===== src/rtl/cmd_seq_pkg.sv =====
// -----------------------------------------------------------------------------
// cmd_seq_pkg
// Shared types and constants for the cmd_seq_player command producer.
//   state_t           : playback state machine encoding
//   CMD_CAL           : full calibrate command word
//   CMD_MOVE          : upper-nibble opcode for a plain move
//   CMD_MOVE_FANFARE  : upper-nibble opcode for a move with fanfare
// -----------------------------------------------------------------------------
package cmd_seq_pkg;

    typedef enum logic [1:0] {
        IDLE,
        ISSUE,
        WAIT_RESP,
        DONE
    } state_t;

    localparam logic [15:0] CMD_CAL          = 16'h0000;
    localparam logic [3:0]  CMD_MOVE         = 4'h2;
    localparam logic [3:0]  CMD_MOVE_FANFARE = 4'h3;

endpackage


===== src/rtl/cmd_seq_player_if.sv =====
// -----------------------------------------------------------------------------
// cmd_seq_player_if
// Host load/control signals plus the cmd_proc command handshake.
//   master : the player (drives cmd, cmd_rdy, status outputs)
//   slave  : host + cmd_proc side (drives load, go/abort, clr_cmd_rdy, send_resp)
// Signals:
//   ld_cmd[15:0], ld_vld, full      : FIFO load port
//   go, abort                       : playback control
//   cmd[15:0], cmd_rdy              : command presented to cmd_proc
//   clr_cmd_rdy, send_resp          : accept / finish from cmd_proc
//   busy, done, err, cmpl_cnt       : playback status
// -----------------------------------------------------------------------------
interface cmd_seq_player_if #(
    parameter int unsigned DEPTH = 16
);
    localparam int unsigned CW = $clog2(DEPTH) + 1;

    logic [15:0]   ld_cmd;
    logic          ld_vld;
    logic          full;
    logic          go;
    logic          abort;
    logic [15:0]   cmd;
    logic          cmd_rdy;
    logic          clr_cmd_rdy;
    logic          send_resp;
    logic          busy;
    logic          done;
    logic          err;
    logic [CW-1:0] cmpl_cnt;

    modport master (
        input  ld_cmd, ld_vld, go, abort, clr_cmd_rdy, send_resp,
        output full, cmd, cmd_rdy, busy, done, err, cmpl_cnt
    );

    modport slave (
        output ld_cmd, ld_vld, go, abort, clr_cmd_rdy, send_resp,
        input  full, cmd, cmd_rdy, busy, done, err, cmpl_cnt
    );

endinterface


===== src/rtl/cmd_fifo.sv =====
// -----------------------------------------------------------------------------
// cmd_fifo
// DEPTH x WIDTH synchronous FIFO holding queued commands.
//   clk, rst        : clock, asynchronous active-high reset
//   i_wr_en/i_wr_data : enqueue (dropped while full)
//   i_rd_en         : pop head
//   i_flush         : empty the FIFO (wins over write and read)
//   o_full/o_empty  : status flags
//   o_level         : entries currently held
//   o_head          : entry at the read pointer
//   o_head_next     : entry that becomes head after a pop this cycle
// -----------------------------------------------------------------------------
module cmd_fifo #(
    parameter int unsigned DEPTH = 16,
    parameter int unsigned WIDTH = 16
) (
    input  logic                    clk,
    input  logic                    rst,
    input  logic                    i_wr_en,
    input  logic [WIDTH-1:0]        i_wr_data,
    input  logic                    i_rd_en,
    input  logic                    i_flush,
    output logic                    o_full,
    output logic                    o_empty,
    output logic [$clog2(DEPTH):0]  o_level,
    output logic [WIDTH-1:0]        o_head,
    output logic [WIDTH-1:0]        o_head_next
);
    localparam int unsigned AW = $clog2(DEPTH);

    logic [WIDTH-1:0] r_mem [DEPTH];
    logic [AW:0]      r_wr_ptr;
    logic [AW:0]      r_rd_ptr;
    logic             w_wr;
    logic             w_rd;
    logic [AW-1:0]    w_rd_idx_next;

    assign w_wr = i_wr_en && !o_full && !i_flush;
    assign w_rd = i_rd_en && !o_empty && !i_flush;

    always_ff @(posedge clk or posedge rst) begin
        if (rst) begin
            r_wr_ptr <= '0;
            r_rd_ptr <= '0;
        end else if (i_flush) begin
            r_wr_ptr <= '0;
            r_rd_ptr <= '0;
        end else begin
            if (w_wr) r_wr_ptr <= r_wr_ptr + (AW+1)'(1);
            if (w_rd) r_rd_ptr <= r_rd_ptr + (AW+1)'(1);
        end
    end

    always_ff @(posedge clk) begin
        if (w_wr) r_mem[r_wr_ptr[AW-1:0]] <= i_wr_data;
    end

    always_comb begin
        o_level       = r_wr_ptr - r_rd_ptr;
        o_empty       = (r_wr_ptr == r_rd_ptr);
        // Same index with differing wrap bit means the writer lapped the reader.
        o_full        = (r_wr_ptr[AW] != r_rd_ptr[AW]) &&
                        (r_wr_ptr[AW-1:0] == r_rd_ptr[AW-1:0]);
        w_rd_idx_next = r_rd_ptr[AW-1:0] + AW'(1);
        o_head        = r_mem[r_rd_ptr[AW-1:0]];
        // With a single entry left, the successor can only be the word being
        // written this cycle, so forward it instead of reading the array.
        o_head_next   = (o_level > (AW+1)'(1)) ? r_mem[w_rd_idx_next] : i_wr_data;
    end

endmodule


===== src/rtl/cmd_seq_player.sv =====
// -----------------------------------------------------------------------------
// cmd_seq_player
// Host-side producer for the cmd_proc command interface. Queued commands are
// presented one at a time on cmd/cmd_rdy; each is retired by send_resp after
// cmd_proc has cleared cmd_rdy. A missing response within TIMEOUT_CLKS clocks
// of the clear sets err and flushes the queue.
//   clk  : system clock
//   rst  : asynchronous active-high reset
//   bus  : cmd_seq_player_if master (load, control, handshake, status)
// -----------------------------------------------------------------------------
module cmd_seq_player
    import cmd_seq_pkg::*;
#(
    parameter int unsigned DEPTH        = 16,
    parameter int unsigned TIMEOUT_CLKS = 2**24
) (
    input  logic               clk,
    input  logic               rst,
    cmd_seq_player_if.master   bus
);
    localparam int unsigned AW = $clog2(DEPTH);
    localparam int unsigned TW = $clog2(TIMEOUT_CLKS);
    localparam logic [AW:0]   CNT_MAX = (AW+1)'(DEPTH);
    localparam logic [TW-1:0] TO_LAST = TW'(TIMEOUT_CLKS - 1);

    state_t        r_state;
    state_t        w_next;
    logic [15:0]   r_cmd;
    logic          r_err;
    logic [AW:0]   r_cmpl_cnt;
    logic [TW-1:0] r_to_cnt;

    logic          w_full;
    logic          w_empty;
    logic [AW:0]   w_level;
    logic [15:0]   w_head;
    logic [15:0]   w_head_next;
    logic          w_wr_fire;
    logic          w_more;
    logic          w_start;
    logic          w_complete;
    logic          w_timeout;
    logic          w_flush;

    assign w_wr_fire = bus.ld_vld && !w_full;
    // Queue still holds work after the pop: a second entry, or an append
    // landing in the same cycle as the pop of the last one.
    assign w_more    = (w_level > (AW+1)'(1)) || w_wr_fire;
    assign w_flush   = bus.abort || w_timeout;

    cmd_fifo #(
        .DEPTH (DEPTH),
        .WIDTH (16)
    ) u_fifo (
        .clk         (clk),
        .rst         (rst),
        .i_wr_en     (bus.ld_vld),
        .i_wr_data   (bus.ld_cmd),
        .i_rd_en     (w_complete),
        .i_flush     (w_flush),
        .o_full      (w_full),
        .o_empty     (w_empty),
        .o_level     (w_level),
        .o_head      (w_head),
        .o_head_next (w_head_next)
    );

    always_ff @(posedge clk or posedge rst) begin
        if (rst) r_state <= IDLE;
        else     r_state <= w_next;
    end

    always_comb begin
        w_next     = r_state;
        w_start    = '0;
        w_complete = '0;
        w_timeout  = '0;
        if (bus.abort) begin
            w_next = IDLE;
        end else begin
            unique case (r_state)
                // DONE accepts go like IDLE so a go in the done cycle is not lost.
                IDLE, DONE: begin
                    w_next = IDLE;
                    if (bus.go) begin
                        w_start = '1;
                        w_next  = w_empty ? DONE : ISSUE;
                    end
                end
                ISSUE: begin
                    if (bus.clr_cmd_rdy) begin
                        if (bus.send_resp) w_complete = '1;
                        else               w_next     = WAIT_RESP;
                    end
                end
                WAIT_RESP: begin
                    if (bus.send_resp) begin
                        w_complete = '1;
                    end else if (r_to_cnt == TO_LAST) begin
                        w_timeout = '1;
                        w_next    = IDLE;
                    end
                end
                default: w_next = IDLE;
            endcase
            if (w_complete) w_next = w_more ? ISSUE : DONE;
        end
    end

    always_comb begin
        bus.busy    = (r_state == ISSUE) || (r_state == WAIT_RESP);
        bus.cmd_rdy = (r_state == ISSUE);
        bus.done    = (r_state == DONE);
    end

    always_ff @(posedge clk or posedge rst) begin
        if (rst) begin
            r_cmd      <= '0;
            r_err      <= '0;
            r_cmpl_cnt <= '0;
            r_to_cnt   <= '0;
        end else begin
            if (bus.abort) begin
                r_err      <= '0;
                r_cmpl_cnt <= '0;
            end else begin
                if (w_start) begin
                    r_err      <= '0;
                    r_cmpl_cnt <= '0;
                    if (!w_empty) r_cmd <= w_head;
                end
                if (w_timeout) r_err <= '1;
                if (w_complete) begin
                    if (r_cmpl_cnt < CNT_MAX) r_cmpl_cnt <= r_cmpl_cnt + (AW+1)'(1);
                    if (w_more) r_cmd <= w_head_next;
                end
            end
            // Held at zero while a command is presented, so it starts from
            // zero on the clock that accepts clr_cmd_rdy.
            if (r_state == ISSUE)          r_to_cnt <= '0;
            else if (r_state == WAIT_RESP) r_to_cnt <= r_to_cnt + TW'(1);
        end
    end

    assign bus.cmd      = r_cmd;
    assign bus.full     = w_full;
    assign bus.err      = r_err;
    assign bus.cmpl_cnt = r_cmpl_cnt;

endmodule

===== src/flat_wrapper.sv =====
// flat-port wrapper written by rule: the top's interface ports become plain ports
module cmd_seq_player_flat import cmd_seq_pkg::*;
#(
    parameter int unsigned DEPTH        = 16,
    parameter int unsigned TIMEOUT_CLKS = 2**24
)
  (clk, rst, bus_ld_cmd, bus_ld_vld, bus_go, bus_abort, bus_clr_cmd_rdy, bus_send_resp, bus_full, bus_cmd, bus_cmd_rdy, bus_busy, bus_done, bus_err, bus_cmpl_cnt);
  cmd_seq_player_if #(.DEPTH(DEPTH)) bus_i ();
  input  logic clk;
  input  logic rst;
  input wire logic [$bits(bus_i.ld_cmd)-1:0] bus_ld_cmd;
  input wire logic [$bits(bus_i.ld_vld)-1:0] bus_ld_vld;
  input wire logic [$bits(bus_i.go)-1:0] bus_go;
  input wire logic [$bits(bus_i.abort)-1:0] bus_abort;
  input wire logic [$bits(bus_i.clr_cmd_rdy)-1:0] bus_clr_cmd_rdy;
  input wire logic [$bits(bus_i.send_resp)-1:0] bus_send_resp;
  output wire logic [$bits(bus_i.full)-1:0] bus_full;
  output wire logic [$bits(bus_i.cmd)-1:0] bus_cmd;
  output wire logic [$bits(bus_i.cmd_rdy)-1:0] bus_cmd_rdy;
  output wire logic [$bits(bus_i.busy)-1:0] bus_busy;
  output wire logic [$bits(bus_i.done)-1:0] bus_done;
  output wire logic [$bits(bus_i.err)-1:0] bus_err;
  output wire logic [$bits(bus_i.cmpl_cnt)-1:0] bus_cmpl_cnt;
  assign bus_i.ld_cmd = bus_ld_cmd;
  assign bus_i.ld_vld = bus_ld_vld;
  assign bus_i.go = bus_go;
  assign bus_i.abort = bus_abort;
  assign bus_i.clr_cmd_rdy = bus_clr_cmd_rdy;
  assign bus_i.send_resp = bus_send_resp;
  assign bus_full = bus_i.full;
  assign bus_cmd = bus_i.cmd;
  assign bus_cmd_rdy = bus_i.cmd_rdy;
  assign bus_busy = bus_i.busy;
  assign bus_done = bus_i.done;
  assign bus_err = bus_i.err;
  assign bus_cmpl_cnt = bus_i.cmpl_cnt;
  cmd_seq_player #(.DEPTH(DEPTH), .TIMEOUT_CLKS(TIMEOUT_CLKS)) u_core (.clk(clk), .rst(rst), .bus(bus_i));
endmodule

===== config.mk =====
export PLATFORM = sky130hd
export DESIGN_NAME = cmd_seq_player_flat
export DESIGN_NICKNAME = d
export VERILOG_FILES = /design/src/rtl/cmd_seq_pkg.sv /design/src/rtl/cmd_seq_player_if.sv /design/src/rtl/cmd_fifo.sv /design/src/rtl/cmd_seq_player.sv /design/src/flat_wrapper.sv
export SDC_FILE = /design/constraint.sdc
export NUM_CORES = 1
export LEC_CHECK = 0
export BUFFER_PORTS_ARGS = -buffer_cell sky130_fd_sc_hd__buf_2
export CORE_MARGIN = 8
export CORE_UTILIZATION = 52
export DETAILED_ROUTE_END_ITERATION = 8
export HOLD_SLACK_MARGIN = 0.08
export PLACE_DENSITY = 0.8
export SETUP_SLACK_MARGIN = 0.05
export SKIP_LAST_GASP = 1
export SYNTH_ARGS = -nofsm -noshare
export SYNTH_HDL_FRONTEND = slang
export SYNTH_HIERARCHICAL = 1
export SYNTH_SLANG_ARGS = --single-unit

===== constraint.sdc =====
create_clock -name clk -period 8.2 [get_ports clk]
set_input_delay 0.82 -clock clk [delete_from_list [all_inputs] [get_ports clk]]
set_output_delay 0.82 -clock clk [all_outputs]
set_load 0.02 [all_outputs]

# Yosys cells after proc, flatten, opt, wreduce, memory -nomap -nowiden
# Memories as Yosys holds them, arrays and structs flattened.
# Index checks and enable logic that the tools add are counted.
# word_totals
regBits	58
input_bits	23
ramBits	256
wordCells	87
mem_count	1
# memory_table
name	words	word_bits	rd	rd_clocked_by_memory_dff	wr	line_no	rtl
u_core.u_fifo.r_mem	16	16	2	0	1	cmd_fifo.sv:31	logic [WIDTH-1:0] r_mem [DEPTH];
# op_classes
n_lt_le_gt_ge	2
reduce_logical	18
addsub	6
n_eq_ne	11
mux	42
# op_table
op	count
$mux W16	5
$mux W24	2
$mux W5	8
$add A24 B1 Y24 const B	1
$eq A24 B24 Y1 const B	1
$mux W2	9
$mux W1	16
$add A5 B1 Y5 const B	3
$ne A4 B3 Y1 const B	3
$pmux W2 S3	1
$reduce_bool A2 Y1	3
$eq A5 B5 Y1	1
$gt A5 B1 Y1 const B	1
$logic_and A1 B1 Y1	5
$lt A5 B5 Y1 const B	1
$sub A5 B5 Y5	1
$add A4 B1 Y4 const B	1
$eq A2 B2 Y1 const B	2
$eq A4 B4 Y1	1
$ne A4 B4 Y1 const B	1
$reduce_and A4 Y1	1
$logic_not A1 Y1	3
$logic_or A1 B1 Y1	3
$reduce_bool A3 Y1	1
other kinds (5)	5

# Longest topological paths before layout
# Gate-level depths: netlist of run 1.
# depth
depth_word	10
depth_mapped	15

# Modules after synthesis
# The synthesis of run 1 kept the hierarchy.
# modules_own_cells
mod	area_each_um2	cells_per_inst	seq_area_each_um2	instances
cmd_fifo	12857.3	722	7937.6	1
cmd_seq_player	2512.4	261	1201.2	1

# Least setup slack after synthesis of run 1
# OpenSTA, ideal clock, no wires.
# synth_timing
path_kind	register -> register
from	reg u_core.u_fifo.r_rd_ptr[2]
to	mem u_core.u_fifo.r_mem[0][0], enable pin
path_buffers	3
t_arrival_ps	3255
setup_slack_ps	4535
stages_incl_launch_ff	11
setup_time_ps	409
t_required_ps	7791
path_cell_list	dfrtp_1 -> buf_4 -> inv_2 -> buf_2 -> buf_1 -> ha_1 -> nand4_1 -> o21a_1 -> nor2b_1 -> nand2_1 -> nor3_1
# synth_between
elab_chain_len	7
# synth_lines
item	line_no	rtl
start: declaration	cmd_fifo.sv:33	logic [AW:0] r_rd_ptr;
start signal: assignment	cmd_fifo.sv:50	if (w_rd) r_rd_ptr <= r_rd_ptr + (AW+1)'(1);
$eq A4 B4 Y1	cmd_fifo.sv:63	(r_wr_ptr[AW-1:0] == r_rd_ptr[AW-1:0]);
$logic_and A1 B1 Y1	cmd_fifo.sv:62	o_full = (r_wr_ptr[AW] != r_rd_ptr[AW]) &&
$logic_not A1 Y1	cmd_fifo.sv:38	assign w_wr = i_wr_en && !o_full && !i_flush;
$logic_and A1 B1 Y1 (2 in series)	cmd_fifo.sv:38	
$mux W1	cmd_fifo.sv:55	if (w_wr) r_mem[r_wr_ptr[AW-1:0]] <= i_wr_data;
$mux W1 (implied by the code)	cmd_fifo.sv:55	
end: declaration	cmd_fifo.sv:31	
# Every way passes these cells.

# Worst setup path after layout of run 1
# layout_timing
from	reg u_core.u_fifo.r_rd_ptr[2]
to	mem u_core.u_fifo.r_mem[3][11], enable pin
# Same word-level chain as after synthesis.

==> results of run 1 <==
layer usage:
metal / up-vias / global-route usage (%) / share of wire [%]
met1: 4874 / 28.3 / 37
met3: 99 / 4.12 / 11
li1: 3966 / - / -
met2: 615 / 33.8 / 48
met5: - / 0 / 0
met4: 0 / 8.64 / 3.8
placed cells by master, fill, tap and decap left out, types with 6 or more instances in the layout:
master,count
sky130_fd_sc_hd__nand3_1,10
sky130_fd_sc_hd__o22ai_1,29
sky130_fd_sc_hd__xnor2_1,13
sky130_fd_sc_hd__nor3_2,6
sky130_fd_sc_hd__edfxtp_1,256
sky130_fd_sc_hd__a21oi_1,13
sky130_fd_sc_hd__nor2_2,12
sky130_fd_sc_hd__o22a_1,6
sky130_fd_sc_hd__and3_1,21
sky130_fd_sc_hd__a221o_1,16
sky130_fd_sc_hd__clkinv_1,10
sky130_fd_sc_hd__mux2_2,7
sky130_fd_sc_hd__o21ai_0,14
sky130_fd_sc_hd__buf_2,48
sky130_fd_sc_hd__clkinv_2,6
sky130_fd_sc_hd__nand2_1,92
sky130_fd_sc_hd__clkbuf_1,8
sky130_fd_sc_hd__nor2_1,66
sky130_fd_sc_hd__nand4_1,12
sky130_fd_sc_hd__dfrtp_1,55
sky130_fd_sc_hd__xor2_1,11
sky130_fd_sc_hd__mux2_4,10
sky130_fd_sc_hd__clkbuf_16,34
sky130_fd_sc_hd__mux4_2,128
sky130_fd_sc_hd__a31oi_1,18
sky130_fd_sc_hd__inv_1,37
sky130_fd_sc_hd__buf_4,19
sky130_fd_sc_hd__ha_1,13
registers in the layout, summed over array words and instances (netlist names):
| signal | cells |
|---|---|
| u_core/bus.err | 1 |
| u_core/r_state | 2 |
| u_core/bus.cmpl_cnt | 5 |
| u_core/u_fifo/r_rd_ptr | 5 |
| u_core/r_to_cnt | 24 |
| u_core/u_fifo/r_wr_ptr | 5 |
| u_core/u_fifo/r_mem | 256 |
| u_core/bus.cmd | 16 |
final timing paths:
path,to,slack [ps]
max,u_core/u_fifo/r_mem[3][11]$_DFFE_PP_,3790
min reg2reg,u_core/bus.cmd[10]$_DFFE_PP0N_,510
min,u_core/u_fifo/r_rd_ptr[0]$_DFFE_PP0P_,340
max in group asynchronous,u_core/r_to_cnt[17]$_DFFE_PP0P_,6900
max reg2reg,u_core/u_fifo/r_mem[3][11]$_DFFE_PP_,3790
min in group clk,u_core/bus.cmd[10]$_DFFE_PP0N_,510
area by class of cell:
type | instances | area [sq um]
fill | 2125 | 12300
sequential | 314 | 9150
multi-input combinational | 562 | 5770
clock buffer | 46 | 936
tap | 390 | 488
timing repair buffer | 67 | 383
inverter | 47 | 176
clock inverter | 15 | 159
stage by stage:
step | cell area, sq um | std cells
floorplan | 15400 | 982
finish | 17100 | 1441
global placement | 16000 | 1380
CTS | 17100 | 1441
detailed placement | 16000 | 1380
global route | 17100 | 1441
power groups by stage:
stage	Clock, uW	Combinational (uW)	Sequential (uW)
floorplan	0	327	1910
global placement	0	525	1880
detailed placement	0	537	1890
CTS	1520	541	1850
global route	1580	585	1860
finish	1500	539	1850
worst max-delay path, cell delays in order (launching register included):
cell	delay [ps]
sky130_fd_sc_hd__dfrtp_2	340
sky130_fd_sc_hd__buf_4	640
sky130_fd_sc_hd__inv_2	480
sky130_fd_sc_hd__ha_1	470
sky130_fd_sc_hd__nand4_1	170
sky130_fd_sc_hd__o21a_1	270
sky130_fd_sc_hd__nor2b_1	290
sky130_fd_sc_hd__nand2_1	200
sky130_fd_sc_hd__nor3_2	890
sky130_fd_sc_hd__buf_4	350
==> parameters.txt, run 1 <==
Parameter                              Value

Run status
  Status ... finished clean

CTS
  Num Clock Sinks ... 314
  Setup fix buffers added after clock tree synthesis ... 0
  CTS Root Buffer Type ... sky130_fd_sc_hd__clkbuf_16
  Number of hold-repair buffers added at the cts stage ... 0
  Number of resized instances in the post-cts repair step ... 0
  Clock insertion delay at the later pin of the skew report ... 530 ps
  Clock slew at reported path FFs ... 60 ps
  Maximum level of the CTS H-tree ... 2
  Number of buffers between clock root and the deepest sink ... 3
  CTS Buf Count ... 34
  CTS tree ... yes

Route
  Iteration count of the initial detailed-routing pass ... 5
  Total via count after detailed routing ... 9554
  Post-route ant nets ... 0
  Final routed wire length divided by cell count ... 26.1 um
  Overall routed net length ... 37.6 mm
  Detailed router's first-iteration violation count ... 1139
  Ratio of routed vias to standard cells ... 6.63
  Drt drc ... 0

STA
  Setup clock skew after layout ... 36.1 ps
  Post-route minimum period ... 4410 ps
  Setup slack of the critical path after layout ... 3790 ps
  Worst hold margin ... 335 ps
  Share of the clock period used by the worst path after layout ... 53.8%
  Final hold violations ... 0
  Transition time at the pin with the least slew margin ... 1270 ps
  Fmax ... 227 MHz
  Setup repair after global routing missed its margin ... false
  Number of max-slew violations in the final report ... 0
  Relative slew margins ... 15.0%
  Final-report setup violation count ... 0
  Final-layout setup total negative slack ... 0 ps

Final layout
  Number of nets at the end of the flow ... 1064
  ANT cells ... 0
  Final core utilization ... 58.0%
  Ratio of cells with drive above 1 in the final layout ... 29.6%
  Synth-to-Final Area Change ... 11.0%

Pwr
  Power share of the combinational group ... 13.9%
  Switching part of the total ... 26.3%
  Design internal power ... 2870 uW
  Share of power burned in registers ... 47.6%
  Total net switching power ... 1020 uW
  Clk pwr share ... 38.5%
  Power density over the cells ... 228 nW/um^2
  Cell leakage power ... 0.00585 uW
  Highest ir drop seen on vdd ... 194 uV
  Design Power ... 3890 uW

Floorplanning
  I/O Pins ... 49
  Starting utilization of the core area ... 52.3%
  Die outline width ... 188 um
  Floorplan core area ... 29400 sq um
  Die Height ... 188 um
  Area enclosed by the die boundary ... 35300 sq um
  Placement Rows ... 63

Synth
  Instance count of the mapped netlist ... 982
  Post-Syn Area ... 15400 sq um
  Net Count, Synth ... 1020
  Syn. warnings ... 6
  Syn avg cell area ... 15.6 sq um

Critical path
  Data arrival at the endpoint of the critical path ... 4620 ps
  Launch point of the worst path ... u_core/u_fifo/r_rd_ptr[2]$_DFFE_PP0P_
  Data required time of the critical path ... 8410 ps
  R2r startpoint ... u_core/u_fifo/r_rd_ptr[2]$_DFFE_PP0P_
  Depth of the worst register-to-register path ... 9
  Crit Path Max Fanout ... 56
  Critical path startpoint category ... flop
  Category of the critical setup timing path ... reg -> reg
  Worst setup EP type ... flop

Placed design
  Number of I/O port buffers ... 48
  Last weighted congestion value of the routability-driven placer ... 0.791
  Pre-CTS worst setup slack ... 3880 ps
  Detailed Place HPWL ... 22.3 mm

Global routing
  Total track usage ... 21.2%
  First-pass GRT wire length ... 57.8 mm
  Number of global-route vias before repair ... 9795
  Pin count of the biggest net entering global routing ... 69
  Total global routing overflow ... 0
  Initial antenna violation count ... 0

Worst hold path
  Path class of the lowest-slack min-delay path ... in -> async

Flow run
  Number of max-cap violations ... 0
(Power assumes the default switching activity.)
==> run 2, diff against run 1 <==
- clock period: 8.2 -> 4.5 ns (I/O delays scaled with it)
==> parameters.txt, run 2 (synthesis gave the netlist of run 1 again) <==
Parameter                              Value

Run status
  Status ... finished clean (unchanged)

Worst hold path
  Worst hold path stage count ... 1
  Path class of the lowest-slack min-delay path ... in -> reg (was in -> async)
  End point of the worst hold path ... u_core/u_fifo/r_mem[1][0]$_DFFE_PP_
  Startpoint of the lowest-slack hold path ... bus_ld_cmd[0]

Critical path
  WP buf/inv ... 2 (was 3)
  Depth of the worst register-to-register path ... 12 (was 9)
  Critical path startpoint category ... flop (unchanged)
  R2r startpoint ... u_core/u_fifo/r_rd_ptr[0]$_DFFE_PP0P_ (was u_core/u_fifo/r_rd_ptr[2]$_DFFE_PP0P_)
  Category of the critical setup timing path ... reg -> reg (unchanged)
  Critical path cell sequence ... ha_1 > inv_1 > fa_1 > a21o_1 > a21oi_1 > xnor2_1 > inv_1 > nor4_1 > a211o_1 > or2_1 > o22ai_1 > nor2_1 (was buf_4 > inv_2 > ha_1 > nand4_1 > o21a_1 > nor2b_1 > nand2_1 > nor3_2 > buf_4)
  Slowest cell on crit path ... sky130_fd_sc_hd__or2_1 (was sky130_fd_sc_hd__nor3_2)
  Crit Path Max Fanout ... 22 (was 56)
  Crit-path max cell delay ... 720 ps (was 890 ps)
  Worst setup EP type ... flop (unchanged)
  Data arrival at the endpoint of the critical path ... 4140 ps (was 4620 ps)
  Data required time of the critical path ... 4940 ps (was 8410 ps)
  Endpoint of the worst register-to-register path ... u_core/bus.cmd[7]$_DFFE_PP0N_ (was u_core/u_fifo/r_mem[3][11]$_DFFE_PP_)
  Kind of cell adding the most delay to the critical path ... simple AND/OR/NAND/NOR gates (unchanged)
  Register-to-register setup slack ... 810 ps (was 3790 ps)
  Top cell by count, worst path ... sky130_fd_sc_hd__inv_1 (was sky130_fd_sc_hd__buf_4)

CTS
  CTS Buf Count ... 35 (was 34)
  Num Clock Sinks ... 314 (unchanged)
  Clock slew at reported path FFs ... 60 ps (about the same)
  Maximum level of the CTS H-tree ... 2 (unchanged)
  Number of hold-repair buffers added at the cts stage ... 1 (was 0)
  CTS Root Buffer Type ... sky130_fd_sc_hd__clkbuf_16 (unchanged)
  Number of resized instances in the post-cts repair step ... 0 (unchanged)
  CTS tree ... yes (unchanged)
  Clock insertion delay at the later pin of the skew report ... 520 ps (was 530 ps)
  Setup fix buffers added after clock tree synthesis ... 0 (unchanged)
  Number of buffers between clock root and the deepest sink ... 3 (unchanged)

Floorplanning
  I/O Pins ... 49 (unchanged)
  Floorplan core area ... 29400 sq um (unchanged)
  Die Height ... 188 um (unchanged)
  Placement Rows ... 63 (unchanged)
  Die outline width ... 188 um (unchanged)
  Starting utilization of the core area ... 52.3% (unchanged)
  Area enclosed by the die boundary ... 35300 sq um (unchanged)

Route
  Post-route ant nets ... 0 (unchanged)
  Drt drc ... 0 (unchanged)
  Overall routed net length ... 37.9 mm (was 37.6 mm)
  Detailed router's first-iteration violation count ... 1139 (unchanged)
  Ratio of routed vias to standard cells ... 6.61 (was 6.63)
  Total via count after detailed routing ... 9651 (was 9554)
  Iteration count of the initial detailed-routing pass ... 5 (unchanged)
  Final routed wire length divided by cell count ... 26.0 um (was 26.1 um)

STA
  Post-route minimum period ... 3690 ps (was 4410 ps)
  Final hold violations ... 0 (unchanged)
  Final-report setup violation count ... 0 (unchanged)
  Transition time at the pin with the least slew margin ... 1090 ps (was 1270 ps)
  Number of max-slew violations in the final report ... 0 (unchanged)
  Setup repair after global routing missed its margin ... false (unchanged)
  Final-layout setup total negative slack ... 0 ps (unchanged)
  Share of the clock period used by the worst path after layout ... 82.1% (was 53.8%)
  Setup clock skew after layout ... 26.6 ps (was 36.1 ps)
  Worst hold margin ... 315 ps (was 335 ps)
  Fmax ... 271 MHz (was 227 MHz)
  Relative slew margins ... 27.3% (was 15.0%)
  Setup slack of the critical path after layout ... 805 ps (was 3790 ps)

Placed design
  Number of I/O port buffers ... 48 (unchanged)
  Detailed Place HPWL ... 23.3 mm (was 22.3 mm)
  Last weighted congestion value of the routability-driven placer ... 0.811 (was 0.791)
  Pre-CTS worst setup slack ... 838 ps (was 3880 ps)
  DP Area ... 16100 sq um (was 16000 sq um)

Final layout
  Largest register FFs ... 256 (unchanged)
  Number of nets at the end of the flow ... 1082 (was 1064)
  Total of fill cells in the finished design ... 2129 (was 2125)
  ANT cells ... 0 (unchanged)
  Most frequent standard cell in the layout excluding fill and tap cells ... sky130_fd_sc_hd__edfxtp_1 (unchanged)
  Synth-to-Final Area Change ... 11.8% (was 11.0%)
  Non-Filler Cell Area, Final ... 17200 sq um (was 17100 sq um)
  Most frequent cells in the layout ... sky130_fd_sc_hd__edfxtp_1 (256), sky130_fd_sc_hd__mux4_2 (128), sky130_fd_sc_hd__nand2_1 (92), sky130_fd_sc_hd__nor2_1 (66), sky130_fd_sc_hd__dfrtp_1 (55) (unchanged)
  Ratio of cells with drive above 1 in the final layout ... 30.2% (was 29.6%)

Global routing
  Total track usage ... 21.4% (was 21.2%)
  Number of global-route vias before repair ... 9749 (was 9795)
  Total global routing overflow ... 0 (unchanged)
  Initial antenna violation count ... 0 (unchanged)
  First-pass GRT wire length ... 58.2 mm (was 57.8 mm)
  Pin count of the biggest net entering global routing ... 69 (unchanged)

Pwr
  Power density over the cells ... 406 nW/um^2 (was 228 nW/um^2)
  Highest ir drop seen on vdd ... 351 uV (was 194 uV)
  Design Power ... 6980 uW (was 3890 uW)
  Cell leakage power ... 0.00593 uW (was 0.00585 uW)

Flow run
  Number of max-cap violations ... 0 (unchanged)
[run 2: cell count changes in the layout (fill, tap and decap cells not counted), moves of 2 or more]
cell,delta
sky130_fd_sc_hd__buf_4,+12
sky130_fd_sc_hd__clkinv_1,+6
sky130_fd_sc_hd__buf_12,+4
sky130_fd_sc_hd__clkbuf_8,-4
sky130_fd_sc_hd__clkinv_2,+3
sky130_fd_sc_hd__clkinv_4,-2
[run 2: through the flow]
step                util [%]  instances
floorplan                  -        982
global placement        54.9       1396
CTS                     58.5       1460
finish                  58.5       1460
detailed placement      54.9       1396
global route            58.5       1460
[run 2: worst register-to-register path, cell delays in order, from the launching register on]
cell and delay (ps):
sky130_fd_sc_hd__dfrtp_4 670, sky130_fd_sc_hd__ha_1 250, sky130_fd_sc_hd__inv_1 60, sky130_fd_sc_hd__fa_1 410, sky130_fd_sc_hd__a21o_1 200, sky130_fd_sc_hd__a21oi_1 180, sky130_fd_sc_hd__xnor2_1 160, sky130_fd_sc_hd__inv_1 60
sky130_fd_sc_hd__nor4_1 280, sky130_fd_sc_hd__a211o_1 300, sky130_fd_sc_hd__or2_1 720, sky130_fd_sc_hd__o22ai_1 220, sky130_fd_sc_hd__nor2_1 130
[run 2: how the worst max path moves through the flow]
| stage | to | cells past startpoint | start | slack, ps |
|---|---|---|---|---|
| after detailed placement | u_core/bus.cmd[5]$_DFFE_PP0N_ | 12 | u_core/u_fifo/r_rd_ptr[0]$_DFFE_PP0P_ | 840 |
| final | u_core/bus.cmd[7]$_DFFE_PP0N_ | 12 | u_core/u_fifo/r_rd_ptr[0]$_DFFE_PP0P_ | 810 |
| after global routing | u_core/bus.cmd[8]$_DFFE_PP0N_ | 12 | u_core/u_fifo/r_rd_ptr[0]$_DFFE_PP0P_ | 640 |
| after floorplan | u_core/u_fifo/r_mem[0][0]$_DFFE_PP_ | 10 | u_core/u_fifo/r_rd_ptr[2]$_DFFE_PP0P_ | 840 |
| after global placement | u_core/bus.cmd[15]$_DFFE_PP0N_ | 12 | u_core/u_fifo/r_rd_ptr[0]$_DFFE_PP0P_ | 970 |
| after CTS | u_core/bus.cmd[7]$_DFFE_PP0N_ | 12 | u_core/u_fifo/r_rd_ptr[0]$_DFFE_PP0P_ | 830 |
[run 2: cell type report]
cell class	instances	area (sq um)	share of cell area (%)
Clock buffer	43	906	5.27
Timing Repair Buffer	84	563	3.28
Tap cell	390	488	2.84
Clock inverter	20	138	0.801
Sequential cell	314	9150	53.2
Multi-Input combinational cell	562	5770	33.6
Inverter	47	176	1.03
[run 2: where the power goes]
group          internal, uW  switching, uW
combinational           378            623
sequential             3270            117
clock                  1490           1100
[run 2: layer usage]
| metal | up-vias | global-route usage (%) | share of wire [%] |
|---|---|---|---|
| met5 | - | 0 | 0 |
| met4 | 0 | 6.73 | 3.1 |
| met3 | 95 | 4.20 | 9.6 |
| met2 | 605 | 35.4 | 49 |
| met1 | 4927 | 28.2 | 38 |
| li1 | 4024 | - | - |
==> run 3, diff against run 2 <==
- clock period: 4.5 -> 3.75 ns (I/O delays scaled with it)
==> parameters.txt, run 3 (synthesis gave the netlist of run 1 again) <==
Parameter                              Value

Final layout
  Ratio of cells with drive above 1 in the final layout ... 31.5% (was 30.2%)
  Largest register FFs ... 256 (unchanged)
  Most frequent cells in the layout ... sky130_fd_sc_hd__edfxtp_1 (256), sky130_fd_sc_hd__mux4_2 (128), sky130_fd_sc_hd__nand2_1 (92), sky130_fd_sc_hd__nor2_1 (66), sky130_fd_sc_hd__dfrtp_1 (55) (unchanged)
  Combined flip-flop and latch cell area ... 9150 sq um (unchanged)
  Area taken by multi-input logic gates ... 5770 sq um (unchanged)
  Non-Filler Instances ... 1471 (was 1460)
  ANT cells ... 0 (unchanged)
  Total of fill cells in the finished design ... 2151 (was 2129)
  Synth-to-Final Area Change ... 12.4% (was 11.8%)
  Number of nets at the end of the flow ... 1094 (was 1082)
  Most frequent standard cell in the layout excluding fill and tap cells ... sky130_fd_sc_hd__edfxtp_1 (unchanged)

Placed design
  Detailed Place HPWL ... 24.8 mm (was 23.3 mm)
  Number of I/O port buffers ... 48 (unchanged)
  Placed cell count ... 1412 (was 1396)
  Last weighted congestion value of the routability-driven placer ... 0.834 (was 0.811)

Global routing
  Pin count of the biggest net entering global routing ... 55 (was 69)
  Number of global-route vias before repair ... 9841 (was 9749)
  Total track usage ... 21.7% (was 21.4%)
  First-pass GRT wire length ... 59.3 mm (was 58.2 mm)
  Total global routing overflow ... 0 (unchanged)
  Initial antenna violation count ... 0 (unchanged)

STA
  Final hold violations ... 0 (unchanged)
  Relative slew margins ... 25.2% (was 27.3%)
  Transition time at the pin with the least slew margin ... 1120 ps (was 1090 ps)
  Fmax ... 313 MHz (was 271 MHz)
  Post-route minimum period ... 3200 ps (was 3690 ps)
  Share of the clock period used by the worst path after layout ... 85.3% (was 82.1%)
  Final-layout setup total negative slack ... 0 ps (unchanged)
  Setup clock skew after layout ... 18.0 ps (was 26.6 ps)
  Setup repair after global routing missed its margin ... false (unchanged)
  Final-report setup violation count ... 0 (unchanged)
  Number of max-slew violations in the final report ... 0 (unchanged)

CTS
  Number of resized instances in the post-cts repair step ... 0 (unchanged)
  Number of buffers between clock root and the deepest sink ... 3 (unchanged)
  CTS Root Buffer Type ... sky130_fd_sc_hd__clkbuf_16 (unchanged)
  Clock insertion delay at the later pin of the skew report ... 570 ps (was 520 ps)
  CTS tree ... yes (unchanged)
  CTS Buf Count ... 31 (was 35)
  Clock slew at reported path FFs ... 60 ps (about the same)
  Num Clock Sinks ... 314 (unchanged)
  Maximum level of the CTS H-tree ... 1 (was 2)

Critical path
  Crit-path max cell delay ... 660 ps (was 720 ps)
  Data required time of the critical path ... 4210 ps (was 4940 ps)
  Data arrival at the endpoint of the critical path ... 3660 ps (was 4140 ps)
  Crit Path Max Fanout ... 54 (was 22)
  Category of the critical setup timing path ... reg -> reg (unchanged)
  Critical path cell sequence ... buf_4 > buf_4 > mux4_2 > inv_1 > o22ai_1 > a221o_1 > mux2_4 > o22ai_1 > nor2_1 (was ha_1 > inv_1 > fa_1 > a21o_1 > a21oi_1 > xnor2_1 > inv_1 > nor4_1 > a211o_1 > or2_1 > o22ai_1 > nor2_1)
  Slowest cell on crit path ... sky130_fd_sc_hd__buf_4 (was sky130_fd_sc_hd__or2_1)
  Depth of the worst register-to-register path ... 9 (was 12)
  Critical path startpoint category ... flop (unchanged)
  Worst setup EP type ... flop (unchanged)

Run status
  Status ... finished clean (unchanged)

Floorplanning
  Floorplan core area ... 29400 sq um (unchanged)
  Die outline width ... 188 um (unchanged)
  Placement Rows ... 63 (unchanged)
  Die Height ... 188 um (unchanged)
  Starting utilization of the core area ... 52.3% (unchanged)
  I/O Pins ... 49 (unchanged)
  Area enclosed by the die boundary ... 35300 sq um (unchanged)

Route
  Final routed wire length divided by cell count ... 26.2 um (was 26.0 um)
  Drt drc ... 0 (unchanged)
  Ratio of routed vias to standard cells ... 6.58 (was 6.61)
  Total via count after detailed routing ... 9672 (was 9651)
  Detailed router's first-iteration violation count ... 971 (was 1139)
  Iteration count of the initial detailed-routing pass ... 5 (unchanged)
  Overall routed net length ... 38.6 mm (was 37.9 mm)
  Post-route ant nets ... 0 (unchanged)

Pwr
  Design Power ... 8380 uW (was 6980 uW)
  Cell leakage power ... 0.00599 uW (was 0.00593 uW)
  Highest ir drop seen on vdd ... 432 uV (was 351 uV)
  Power density over the cells ... 485 nW/um^2 (was 406 nW/um^2)

Worst hold path
  Path class of the lowest-slack min-delay path ... in -> reg (unchanged)
  Worst hold path stage count ... 1 (unchanged)

Flow run
  Number of max-cap violations ... 0 (unchanged)
[run 3: changes by cell type in the layout (fill, tap and decap cells not counted), sizes merged]
cell	change
clkbuf	+4
clkinvlp	+1
buf	+16
clkinv	-13
bufinv	+1
inv	+2
[run 3: area by class of cell]
| type | instances | share of cell area [%] |
|---|---|---|
| flip-flops and latches | 314 | 52.9 |
| inverters | 47 | 1.02 |
| well taps | 390 | 2.82 |
| repair buffers | 100 | 3.88 |
| clock inverters | 11 | 0.753 |
| multi-input cells | 562 | 33.4 |
| clock buffers | 47 | 5.19 |
[run 3: final timing paths]
path	startpoint	endpoint	slack, ps
worst max-delay path	u_core/u_fifo/r_rd_ptr[0]$_DFFE_PP0P_	u_core/bus.cmd[13]$_DFFE_PP0N_	550
worst min-delay path	bus_ld_cmd[4]	u_core/u_fifo/r_mem[15][4]$_DFFE_PP_	190
worst max register to register	u_core/u_fifo/r_rd_ptr[0]$_DFFE_PP0P_	u_core/bus.cmd[13]$_DFFE_PP0N_	550
worst min register to register	u_core/bus.cmd[12]$_DFFE_PP0N_	u_core/bus.cmd[12]$_DFFE_PP0N_	500
max in group asynchronous	rst	u_core/bus.cmd[4]$_DFFE_PP0N_	2390
min in group asynchronous	rst	u_core/u_fifo/r_wr_ptr[2]$_DFFE_PP0P_	390
[run 3: worst max-delay path, delay by kind of cell (launching register included)]
| family | cells | cell delay, ps |
|---|---|---|
| multiplexers | 2 | 670 |
| AND/OR/NAND/NOR | 1 | 50 |
| flip-flops | 1 | 440 |
| AO/OA/AOI/OAI | 3 | 530 |
| buffers and inverters | 3 | 1330 |
[run 3: routing by layer]
metal / part of all wire [%] / global-route usage (%) / vias up
met5: 0 / 0 / -
met4: 4.8 / 9.52 / 0
met3: 9.1 / 5.24 / 122
met2: 49 / 35.3 / 546
met1: 37 / 27.5 / 4978
li1: - / - / 4026
[run 3: power breakdown]
group,internal (uW),switching (uW)
Sequential,3920,150
Clock,1790,1310
Combinational,456,749
Total,6170,2210
[run 3: per-stage QoR]
| stage | util, % | area, sq um | hold slack, ps | setup WS [ps] |
|---|---|---|---|---|
| 2_1_floorplan | - | 15400 | 215 | 85.3 |
| 3_3_place_gp | 55.2 | 16200 | 421 | 729 |
| 3_5_place_dp | 55.2 | 16200 | 431 | 601 |
| 4_1_cts | 58.8 | 17300 | 173 | 556 |
| 5_1_grt | 58.8 | 17300 | 188 | 350 |
| 6_report | 58.8 | 17300 | 190 | 550 |
[run 3: repair_timing]
action / CTS / global route
hold buffers: 1 / 0
buffers inserted: 0 / 0
endpoints found under the hold margin: 10 / 0
